`config.mk`:
```
export PLATFORM = sky130hd
export DESIGN_NAME = serial_mag_comp_flat
export DESIGN_NICKNAME = d
export VERILOG_FILES = /design/src/rtl/serial_mag_comp_if.sv /design/src/rtl/serial_mag_comp.sv /design/src/flat_wrapper.sv
export SDC_FILE = /design/constraint.sdc
export NUM_CORES = 1
export LEC_CHECK = 0
export ABC_AREA = 1
export CORE_MARGIN = 1.5
export CORE_UTILIZATION = 50
export DETAILED_ROUTE_END_ITERATION = 10
export GPL_TIMING_DRIVEN = 0
export PLACE_DENSITY = 0.78
export SLEW_MARGIN = 30
export SYNTH_ARGS = -nofsm -noshare
export SYNTH_HDL_FRONTEND = slang
export SYNTH_SLANG_ARGS = --single-unit
```
`constraint.sdc`:
```
create_clock -name clk -period 2 [get_ports clk]
set_clock_uncertainty 0.15 [all_clocks]
set_input_delay 0.6 -clock clk [delete_from_list [all_inputs] [get_ports clk]]
set_output_delay 0.6 -clock clk [all_outputs]
set_load 0.02 [all_outputs]
```
`src/rtl/serial_mag_comp_if.sv`:
```
// Bus bundle for serial_mag_comp: nibble load/control strobes from the
// switch/button side and the compare status toward the LED drivers.
interface serial_mag_comp_if;
  logic [3:0] y;
  logic       ld_a;
  logic       ld_b;
  logic       clr;
  logic       start;
  logic       busy;
  logic       done;
  logic       gt;
  logic       eq;
  logic       lt;

  modport master (
    output y, ld_a, ld_b, clr, start,
    input  busy, done, gt, eq, lt
  );

  modport slave (
    input  y, ld_a, ld_b, clr, start,
    output busy, done, gt, eq, lt
  );
endinterface

```
`src/rtl/serial_mag_comp.sv`:
```
// serial_mag_comp: nibble-loaded operands A and B, compared bit-serially
// MSB first; stops at the first differing bit and pulses done for one cycle.
// Optional feature macro: SIGNED_CMP_EN (two's complement compare).
module serial_mag_comp #(
  parameter int WIDTH = 8
) (
  input logic              clk,
  input logic              reset,
  serial_mag_comp_if.slave bus
);

  localparam int NIB = WIDTH / 4;
  localparam int PW  = (NIB > 1) ? $clog2(NIB) : 1;
  localparam int IW  = $clog2(WIDTH);

  typedef enum logic [1:0] {IDLE, CMP, DONE} state_t;

  state_t          state;
  logic [WIDTH-1:0] a;
  logic [WIDTH-1:0] b;
  logic [PW-1:0]    ptr_a;
  logic [PW-1:0]    ptr_b;
  logic [IW-1:0]    idx;

  logic bit_a;
  logic bit_b;
  logic diff;
  logic a_wins;

  function automatic logic [PW-1:0] next_ptr(input logic [PW-1:0] p);
    return (p == PW'(NIB - 1)) ? '0 : p + PW'(1);
  endfunction

  // Decide the current bit: does it differ, and if so is A the larger one.
  always_comb begin
    bit_a = a[idx];
    bit_b = b[idx];
    diff  = bit_a ^ bit_b;
`ifdef SIGNED_CMP_EN
    // On the sign bit the operand holding a 1 is the negative (smaller) one.
    a_wins = (idx == IW'(WIDTH - 1)) ? bit_b : bit_a;
`else
    a_wins = bit_a;
`endif
  end

  // Control FSM with operand loading and registered status outputs.
  always_ff @(posedge clk) begin
    if (reset) begin
      state    <= IDLE;
      a        <= '0;
      b        <= '0;
      ptr_a    <= '0;
      ptr_b    <= '0;
      idx      <= '0;
      bus.busy <= 1'b0;
      bus.done <= 1'b0;
      bus.gt   <= 1'b0;
      bus.eq   <= 1'b1;
      bus.lt   <= 1'b0;
    end else begin
      case (state)
        IDLE: begin
          if (bus.start) begin
            // start takes priority; loads and clr in this cycle are dropped
            state    <= CMP;
            idx      <= IW'(WIDTH - 1);
            bus.busy <= 1'b1;
          end else begin
            if (bus.ld_a) begin
              a[{ptr_a, 2'b00} +: 4] <= bus.y;
              ptr_a                  <= next_ptr(ptr_a);
            end
            if (bus.ld_b) begin
              b[{ptr_b, 2'b00} +: 4] <= bus.y;
              ptr_b                  <= next_ptr(ptr_b);
            end
            // clr overrides the pointer advance but not the nibble write
            if (bus.clr) begin
              ptr_a <= '0;
              ptr_b <= '0;
            end
          end
        end
        CMP: begin
          if (diff || (idx == '0)) begin
            state    <= DONE;
            bus.busy <= 1'b0;
            bus.done <= 1'b1;
            bus.gt   <= diff & a_wins;
            bus.lt   <= diff & ~a_wins;
            bus.eq   <= ~diff;
          end else begin
            idx <= idx - IW'(1);
          end
        end
        DONE: begin
          state    <= IDLE;
          bus.done <= 1'b0;
        end
        default: begin
          state    <= IDLE;
          bus.busy <= 1'b0;
          bus.done <= 1'b0;
        end
      endcase
    end
  end

endmodule

```
`src/flat_wrapper.sv`:
```
// flat-port wrapper written by rule: the top's interface ports become plain ports
module serial_mag_comp_flat 
#(
  parameter int WIDTH = 8
)
  (clk, reset, bus_y, bus_ld_a, bus_ld_b, bus_clr, bus_start, bus_busy, bus_done, bus_gt, bus_eq, bus_lt);
  serial_mag_comp_if bus_i ();
  input logic clk;
  input logic reset;
  input wire logic [$bits(bus_i.y)-1:0] bus_y;
  input wire logic [$bits(bus_i.ld_a)-1:0] bus_ld_a;
  input wire logic [$bits(bus_i.ld_b)-1:0] bus_ld_b;
  input wire logic [$bits(bus_i.clr)-1:0] bus_clr;
  input wire logic [$bits(bus_i.start)-1:0] bus_start;
  output wire logic [$bits(bus_i.busy)-1:0] bus_busy;
  output wire logic [$bits(bus_i.done)-1:0] bus_done;
  output wire logic [$bits(bus_i.gt)-1:0] bus_gt;
  output wire logic [$bits(bus_i.eq)-1:0] bus_eq;
  output wire logic [$bits(bus_i.lt)-1:0] bus_lt;
  assign bus_i.y = bus_y;
  assign bus_i.ld_a = bus_ld_a;
  assign bus_i.ld_b = bus_ld_b;
  assign bus_i.clr = bus_clr;
  assign bus_i.start = bus_start;
  assign bus_busy = bus_i.busy;
  assign bus_done = bus_i.done;
  assign bus_gt = bus_i.gt;
  assign bus_eq = bus_i.eq;
  assign bus_lt = bus_i.lt;
  serial_mag_comp #(.WIDTH(WIDTH)) u_core (.clk(clk), .reset(reset), .bus(bus_i));
endmodule
```
==> flow_metrics.tcl <==
set metrics [dict create \
    status "finished clean" \
    std_cell_rows 19 \
    drt_first_pass_iters 4 \
    synth_area_leaders "dfxtp_1 39%, nand2_1 15%, nor2_1 8.1%" \
    cts_buffer_depth 2 \
    leakage_nw 0.7977 \
    seqCellArea_sq_um 565.5 \
    netSwitchingFraction 0.4108 \
    power_switching_uw 787.4 \
    yosys.area.top_type "dfxtp_1" \
    p_int_mw 1.129 \
    syn-num-nets 220 \
    synth_cell_types 19 \
    synth.top_cell.area_share 0.3920 \
    setup_viol_count_final 0 \
    area_delta_synth_final_pct 18.98 \
    via_count 1308 \
    ir_worst_vdd_v 0.0008695 \
    slew_headroom 0.7047 \
    worst_setup_path_start_kind "register" \
    hold_buffers 0 \
    drt_iter0_markers 39 \
    post-route-drc-count 0 \
    cts_buffers 3 \
    fmax_mhz 525.2 \
    clockRootBuffer "clkbuf_4" \
    fin_ws_ps 96.07 \
    drt-total-wl_um 2878 \
    drtAntennaViolNets 0 \
    place_ws_ps -84.58 \
    num-nets-final 241 \
    ys_ff_latch 28 \
    io_pins 15 \
    coreArea_sq_mm 0.002734 \
    grt_use_total 0.1889 \
    syn_inst 206 \
    cts_tree "done" \
    fp.dieH_um 56.48 \
    power_mw 1.917 \
    required_ps 2090 \
    grt_max_degree 16 \
    crit_type "register to register" \
    final_util 0.6224 \
    fill_cells 271 \
    clock_latency_ps 330 \
    ys_warn_count 0 \
    crit_path_end_kind "register" \
    grt_pass1_vias 1073 \
    pwr-share-clk 0.145 \
    ys_seq_area_frac 0.3920 \
    timing.final.crit_share 0.9520 \
    numPortBuffers 14 \
    die-area_sq_mm 0.003190 \
    syn_avg_cell_area_sq_um 6.942 \
    initial_utilization 0.5231 \
    htreeDepth 1 \
    clkTransAtPathRegs_ps 140 \
    multiInputGateArea_sq_um 787.0 \
    grt_pass1_wl_um 4781 \
    worst_slew_pin_slew_ps 442.9 \
    die_x_um 56.48 \
    wl_per_cell_um 11.20 \
    drv_slew 0 \
    place_congestion 0.9185 \
    antenna_cells 0 \
    antenna_found_initial 0 \
    period_minus_slack_ps 1904 \
    p_per_area_mw_per_mm2 1126 \
    stdcell_area_sq_mm 0.001702 \
    dp_hpwl_um 2116 \
    netlist_area_sq_mm 0.001430 \
    gr-total-overflow 0 \
    worst-path-max-fanout 8 \
    placed_area_sq_mm 0.001609 \
    power_frac_comb 0.473 \
    worstPathArrival_ps 1990 \
    sequentialPowerShare 0.382 \
    cts.sinks 28 \
    avgViaCountPerCell 5.089 \
    finalHoldViolCount 0 \
    cap_violations 0 \
    drive_above_1_share 0.1504 \
    hold_class "register to register" \
]
-- Yosys cell counts (all sizes together) --
| master | n |
|---|---|
| nand2 | 64 |
| nor2 | 35 |
| dfxtp | 28 |
| inv | 22 |
| nand3 | 21 |
| a21oi | 13 |
| nand4 | 6 |
| o211ai | 6 |
| ha | 4 |
| buf | 3 |
| clkbuf | 2 |
| o21ai | 2 |
-- metal layers --
metal  up-vias  global-route usage  part of all wire
met2        27              0.2774              0.43
met5         -                   0                 0
met4         0             0.09184             0.027
met1       569              0.2676              0.51
met3         9             0.02995             0.029
li1        703                   -                 -
-- cells by family after synthesis --
kind of cell             share of synthesized area
AO/OA/AOI/OAI                              0.08399
adder cells (fa/ha/maj)                    0.03500
buffers and inverters                      0.07873
flip-flops                                  0.3920
AND/OR/NAND/NOR                             0.4103
-- registers in the layout, indices dropped and copies added (netlist names) --
signal,flops
u_core.bus.eq,1
u_core.state,2
u_core.idx,3
u_core.ptr_a,1
u_core.ptr_b,1
u_core.bus.gt,1
u_core.a,8
u_core.bus.lt,1
u_core.bus.busy,1
u_core.bus.done,1
u_core.b,8
-- final timing paths --
check                                    from             to  slack (ps)  depth (start not counted)
worst min-delay path            u_core.bus.gt  u_core.bus.gt         320                          2
worst max-delay path            u_core.idx[0]  u_core.idx[1]         100                         11
worst min register to register  u_core.bus.gt  u_core.bus.gt         320                          2
worst max register to register  u_core.idx[0]  u_core.idx[1]         100                         11
-- area by class of cell --
type                    count  area share
multi-input cells         151      0.4625
flip-flops and latches     28      0.3324
repair buffers             17     0.09191
inverters                  22     0.05074
well taps                  31     0.02279
clock buffers               4     0.02132
plain buffers               4     0.01838
-- cell usage in the layout (no fill, tap or decap), drive strengths merged, types with 4 or more instances in the layout --
master	instances
a21oi	13
dfxtp	28
dlygate4sd2	5
nand4	6
inv	21
clkbuf	5
nand3	21
o211ai	6
ha	4
clkdlybuf4s50	9
nand2	64
buf	6
nor2	35
-- stage by stage --
step	hold WS, ps	setup TNS (ps)	instances
after floorplan	285.0	0	206
after global placement	300.0	-335.0	251
after detailed placement	304.2	-485.1	251
after CTS	321.6	0	254
after global routing	333.6	-1.560	257
final	317.4	0	257
-- what timing repair did --
item	4_1_cts	5_1_grt
setup buffers	0	2
resized for setup	8	10
pin swaps	1	2
setup endpoints to repair	13	8
gates cloned	0	1
-- power by group through the flow --
stage	clock network, mW	registers, mW	logic (mW)
2_1_floorplan	0	0.742	0.588
3_5_place_dp	0	0.725	0.802
6_report	0.279	0.732	0.906
5_1_grt	0.305	0.744	1.01
3_3_place_gp	0	0.721	0.795
4_1_cts	0.288	0.722	0.820
-- critical path: stages (launching register included) --
cell      delay (ps)
dfxtp_4          410
buf_4            160
o211ai_1         200
nand2_1           80
nand2_1           80
nand2_2           70
ha_4             290
nand2_4           70
nand2_4           80
nand2_4           70
nor2_2           110
nor2_1            50
No activity file was read; power rests on OpenSTA's default activity.
==> patch 1: new RTL, same flow settings <==
`WIDTH` is set to 8 in 2 places; all go to 4.
--- a/src/rtl/serial_mag_comp.sv
+++ b/src/rtl/serial_mag_comp.sv
@@ -2,7 +2,7 @@
 // MSB first; stops at the first differing bit and pulses done for one cycle.
 // Optional feature macro: SIGNED_CMP_EN (two's complement compare).
 module serial_mag_comp #(
-  parameter int WIDTH = 8
+  parameter int WIDTH = 4
 ) (
   input logic              clk,
   input logic              reset,
--- a/src/flat_wrapper.sv
+++ b/src/flat_wrapper.sv
@@ -1,7 +1,7 @@
 // flat-port wrapper written by rule: the top's interface ports become plain ports
 module serial_mag_comp_flat 
 #(
-  parameter int WIDTH = 8
+  parameter int WIDTH = 4
 )
   (clk, reset, bus_y, bus_ld_a, bus_ld_b, bus_clr, bus_start, bus_busy, bus_done, bus_gt, bus_eq, bus_lt);
   serial_mag_comp_if bus_i ();
Behaviour: not the same (a bounded check fails within 4 cycles, from zero or initial values and one cycle with reset high).
==> patch 1 against the unedited design <==
Final area shrank 43%. Combinational power down 72%. Total power fell by 57%. Area after synthesis shrank 46%. Non-clock buffer count down 7. Count of clock-buffer cells in the layout did not move. Critical endpoint unchanged. Critical path type unchanged. Worst setup slack improved by 0.12 ns. Sequential share of layout area increased by 2.1 points. Sequential cell count decreased by 11. Routed wire length decreased by 50%. Die area decreased by 44%.
==> patch 1: results (changes against the unedited design) <==
Synth Area in Compound Gates: 0.139 (+0.0552)
Biggest regs: u_core.a x4, u_core.b x4
Max stage delay cell, worst path: dfxtp_2
Met1 GRT Util: 0.215 (-0.0530)
Leakage: 0.486 nW (-39%)
HPWL Detailed: 1.14 mm (-46%)
Clock transition at path regs: 0.09 ns (-0.05 ns)
Vias in the first global route: 587 (-45%)
Post-synthesis sequential area ratio: 0.440 (+0.0482)
Final #Nets: 136 (-44%)
Met3 usage: 0.0776 (+0.0476)
Clk_lat worst skew: 0.28 ns (-0.05 ns)
Worst slew margin: 0.851 (+0.146)
Xor and xnor fraction of the mapped netlist area: 0 (unchanged)
GR Util met2: 0.289 (+0.0118)
Area contributors post-synth: dfxtp_1, nor2_1, nand2_1, nor3_1, o21ai_1
Worst hold path endpoint: u_core.bus.busy
Status: completed
Largest net degree at the start of global routing: 11 (-5)
Dominant synthesized flop cell: dfxtp_1
Reg2reg path depth: 12 (+1)
Post-synthesis adder-cell area fraction: 0.0485 (+0.0135)
Synth cell types: 16 (-3)
FF-to-FF setup slack: 0.22 ns (+0.12 ns)
Commonest cells post-synth: nor2_1, dfxtp_1, nand2_1
Hold path start: u_core.bus.busy
First-pass GRT wire length: 2.43 mm (-49%)
Max IR drop VDD: 566 uV (-35%)
IO buf count: 13 (-1)
Iter 0 DRT Violations: 15 (-62%)
Final GP Congestion: 0.759 (-17%)
Arrival @ worst endpoint: 1.82 ns (-0.17 ns)
Cells resized by post-CTS repair: 0 (-8)
Total GRT Usage: 0.182 (-0.00679)
Final Hold Fails: 0 (unchanged)
WL per Instance: 10.4 um (-6.8%)
DR vias: 690 (-47%)
Share of layout cells above drive strength 1: 0.131 (-0.0193)
Layout fillers: 142 (-48%)
Crit-path max cell delay: 0.38 ns (-0.03 ns)
Mapped Nets: 118 (-46%)
[patch 1: cell families after synthesis]
group	after synthesis
AOI/OAI and AO/OA	21
adders and majority gates	3
buffers and inverters	14
DFF	17
and+or+nand+nor	50
[patch 1: worst max path at each step]
stage	start	endpoint	slack (ns)	cells past startpoint
detailed placement	u_core.idx[0]	u_core.idx[0]	0.12	11
global placement	reset	u_core.idx[0]	0.15	5
global route	u_core.idx[0]	u_core.idx[1]	0.01	12
finish	u_core.idx[0]	u_core.idx[1]	0.22	12
CTS	u_core.bus.done	bus_done	0.01	1
floorplan	u_core.idx[0]	u_core.idx[0]	0.31	11
[patch 1: routing by layer]
layer	up-vias	wire length [um]	share of wire
li1	372	-	-
met1	306	714	0.50
met2	10	643	0.45
met3	2	63	0.044
met4	0	18	0.013
met5	-	0	0
[patch 1: area by class of cell]
| cell class | instances | area share |
|---|---|---|
| repair buffers | 13 | 0.147 |
| flip-flops and latches | 17 | 0.354 |
| multi-input cells | 74 | 0.394 |
| inverters | 13 | 0.0529 |
| well taps | 16 | 0.0206 |
| clock buffers | 4 | 0.0271 |
| plain buffers | 1 | 0.00516 |
[patch 1: worst register-to-register path, cell delays in order (launching register included)]
cell and delay, ns:
dfxtp_2 0.38, inv_4 0.06, a21oi_1 0.11, o21ai_0 0.09, nand2_1 0.09, inv_1 0.05
ha_1 0.31, inv_1 0.10, nor2_2 0.04, nand2_1 0.09, nand2_1 0.08, nor2_1 0.09
nor2_1 0.05
[patch 1: metrics by stage]
step | cell area (um^2) | hold WS, ns | setup slack [ns] | cells
detailed placement | 923 | 0.306 | 0.122 | 134
finish | 970 | 0.311 | 0.219 | 138
CTS | 950 | 0.318 | 0.0107 | 138
global placement | 923 | 0.300 | 0.150 | 134
floorplan | 773 | 0.308 | 0.310 | 105
global route | 970 | 0.349 | 0.0107 | 138
[patch 1: power by group]
group	internal, mW	switching [mW]
clock network	0.0775	0.0962
logic	0.103	0.153
registers	0.379	0.0238
total	0.560	0.273
==> patch 2: new RTL, same flow settings <==
Made on the original files. Reset style: asynchronous (`reset`), changed in one clocked block.
--- a/src/rtl/serial_mag_comp.sv
+++ b/src/rtl/serial_mag_comp.sv
@@ -45,7 +45,7 @@
   end
 
   // Control FSM with operand loading and registered status outputs.
-  always_ff @(posedge clk) begin
+  always_ff @(posedge clk or posedge reset) begin
     if (reset) begin
       state    <= IDLE;
       a        <= '0;
Behaviour: differs if reset is asserted again (counterexample within 4 cycles, from zero or initial values and one cycle with reset high); with reset held inactive, the same outputs for 10 cycles.
==> patch 2 against the unedited design <==
Sequential cell count unchanged. Area after synthesis up 7.1%. Worst setup slack worse by 0.039 ns. Total power up 50%. Final area up 4.6%. Final cell count down 0.78%. Utilization up 0.69 points. Routed wire length up 5.8%.
==> patch 2: results (changes against the unedited design) <==
Post-synthesis sequential area ratio: 0.458 (+0.0664)
Clock transition at path regs: 0.16 ns (+0.02 ns)
Placed Area: 1710 um^2 (+6.3%)
Max FO, Critical Path: 2 (-6)
Worst setup endpoint: bus_eq
Vias in the first global route: 1158 (+7.9%)
Area contributors post-synth: dfrtp_1, nand2_1, nand3_1, inv_1, ha_1
Place WS: -0.0364 ns (+0.0482 ns)
Dominant synthesized flop cell: dfrtp_1
DRT met1 WL: 1.42 mm (-4.3%)
Delay-heaviest family, CP: flip-flops
Worst hold path endpoint: u_core.a[1]
Leakage: 1.01 nW (+27%)
Arrival @ worst endpoint: 1.19 ns (-0.80 ns)
Placed Cells: 250 (-0.40%)
Crit-path max cell delay: 0.56 ns (+0.15 ns)
Final #Nets: 239 (-0.83%)
Mapped Nets: 219 (-0.45%)
Commonest cells post-synth: nand2_1, nand3_1, dfrtp_1, inv_1
Worst slew pin tran: 0.594 ns (+0.151 ns)
Met2 wire len: 1.48 mm (+20%)
Share of layout cells above drive strength 1: 0.121 (-0.0299)
Drt via density: 5.09 (about the same)
RR Endpoint: u_core.bus.lt
Worst Setup SP: u_core.bus.eq
Synth cell types: 18 (-1)
Status: completed
Initial antenna violation count: 0 (unchanged)
Total GRT Usage: 0.190 (+0.00149)
Syn Inst Count: 205 (-0.49%)
Reg-to-reg startpoint: u_core.idx[0]
First-pass GRT wire length: 5.02 mm (+5.1%)
Final GP Congestion: 0.782 (-15%)
Largest net degree at the start of global routing: 29 (+13)
Ys async rst share: 1.00 (+1.00)
FF-to-FF setup slack: 0.14 ns (+0.04 ns)
DR WL met3: 105 um (+25%)
Max stage delay cell, worst path: dfstp_2
## patch 2: changes by cell type after synthesis, sizes merged, moves of 2 or more
cell    change
nand3      +13
a21oi       -9
nand4       -6
dfrtp      +27
dfxtp      -28
nor2       -29
nand2      +30
o211ai      -6
clkbuf      -2
inv         +6
## patch 2: cells by family after synthesis
logic type	synth area share
AOI/OAI and AO/OA	0.0163
and+or+nand+nor	0.399
DFF	0.458
buffers and inverters	0.0882
adders and majority gates	0.0327
xor gates and xnor gates	0.00572
## patch 2: area by class of cell
cell class	instances	area [um^2]
plain buffers	4	32.5
clock buffers	4	36.3
fillers	252	1050
inverters	29	111
multi-input cells	144	717
flip-flops and latches	28	702
well taps	31	38.8
repair buffers	15	143
## patch 2: worst register-to-register path, cell delays in order, from the launching register on
cell and delay, ns:
dfrtp_1 0.44, buf_6 0.16, nand2_1 0.06, nand3_1 0.12, nand2_1 0.07, nand2_1 0.06
nand2_1 0.08, ha_4 0.29, nand2_1 0.07, nand2_2 0.11, inv_2 0.07, nand2_1 0.06
nand2_1 0.04
## patch 2: report_power, final
group | leakage [nW] | total (mW) | internal (mW) | switching (mW)
logic | 0.644 | 1.60 | 0.607 | 0.997
clock network | 0.0210 | 0.288 | 0.112 | 0.177
registers | 0.347 | 0.992 | 0.830 | 0.162
## patch 2: routing by layer
layer  track usage  vias up
li1              -      672
met1         0.258      591
met2         0.319       29
met3        0.0220        5
met4        0.0631        0
met5             0        -
## patch 2: metrics by stage
stage	power (mW)	hold slack, ns	util
floorplan	2.10	0.292	-
global placement	2.43	0.304	0.605
detailed placement	2.46	0.309	0.605
CTS	2.72	0.344	0.616
global route	3.14	0.360	0.629
finish	2.88	0.339	0.629
## patch 2: repair_timing
action	in CTS	in global routing
buffers inserted	0	1
endpoints found under the setup margin	8	11
pin swaps	0	0
resized for setup	7	9
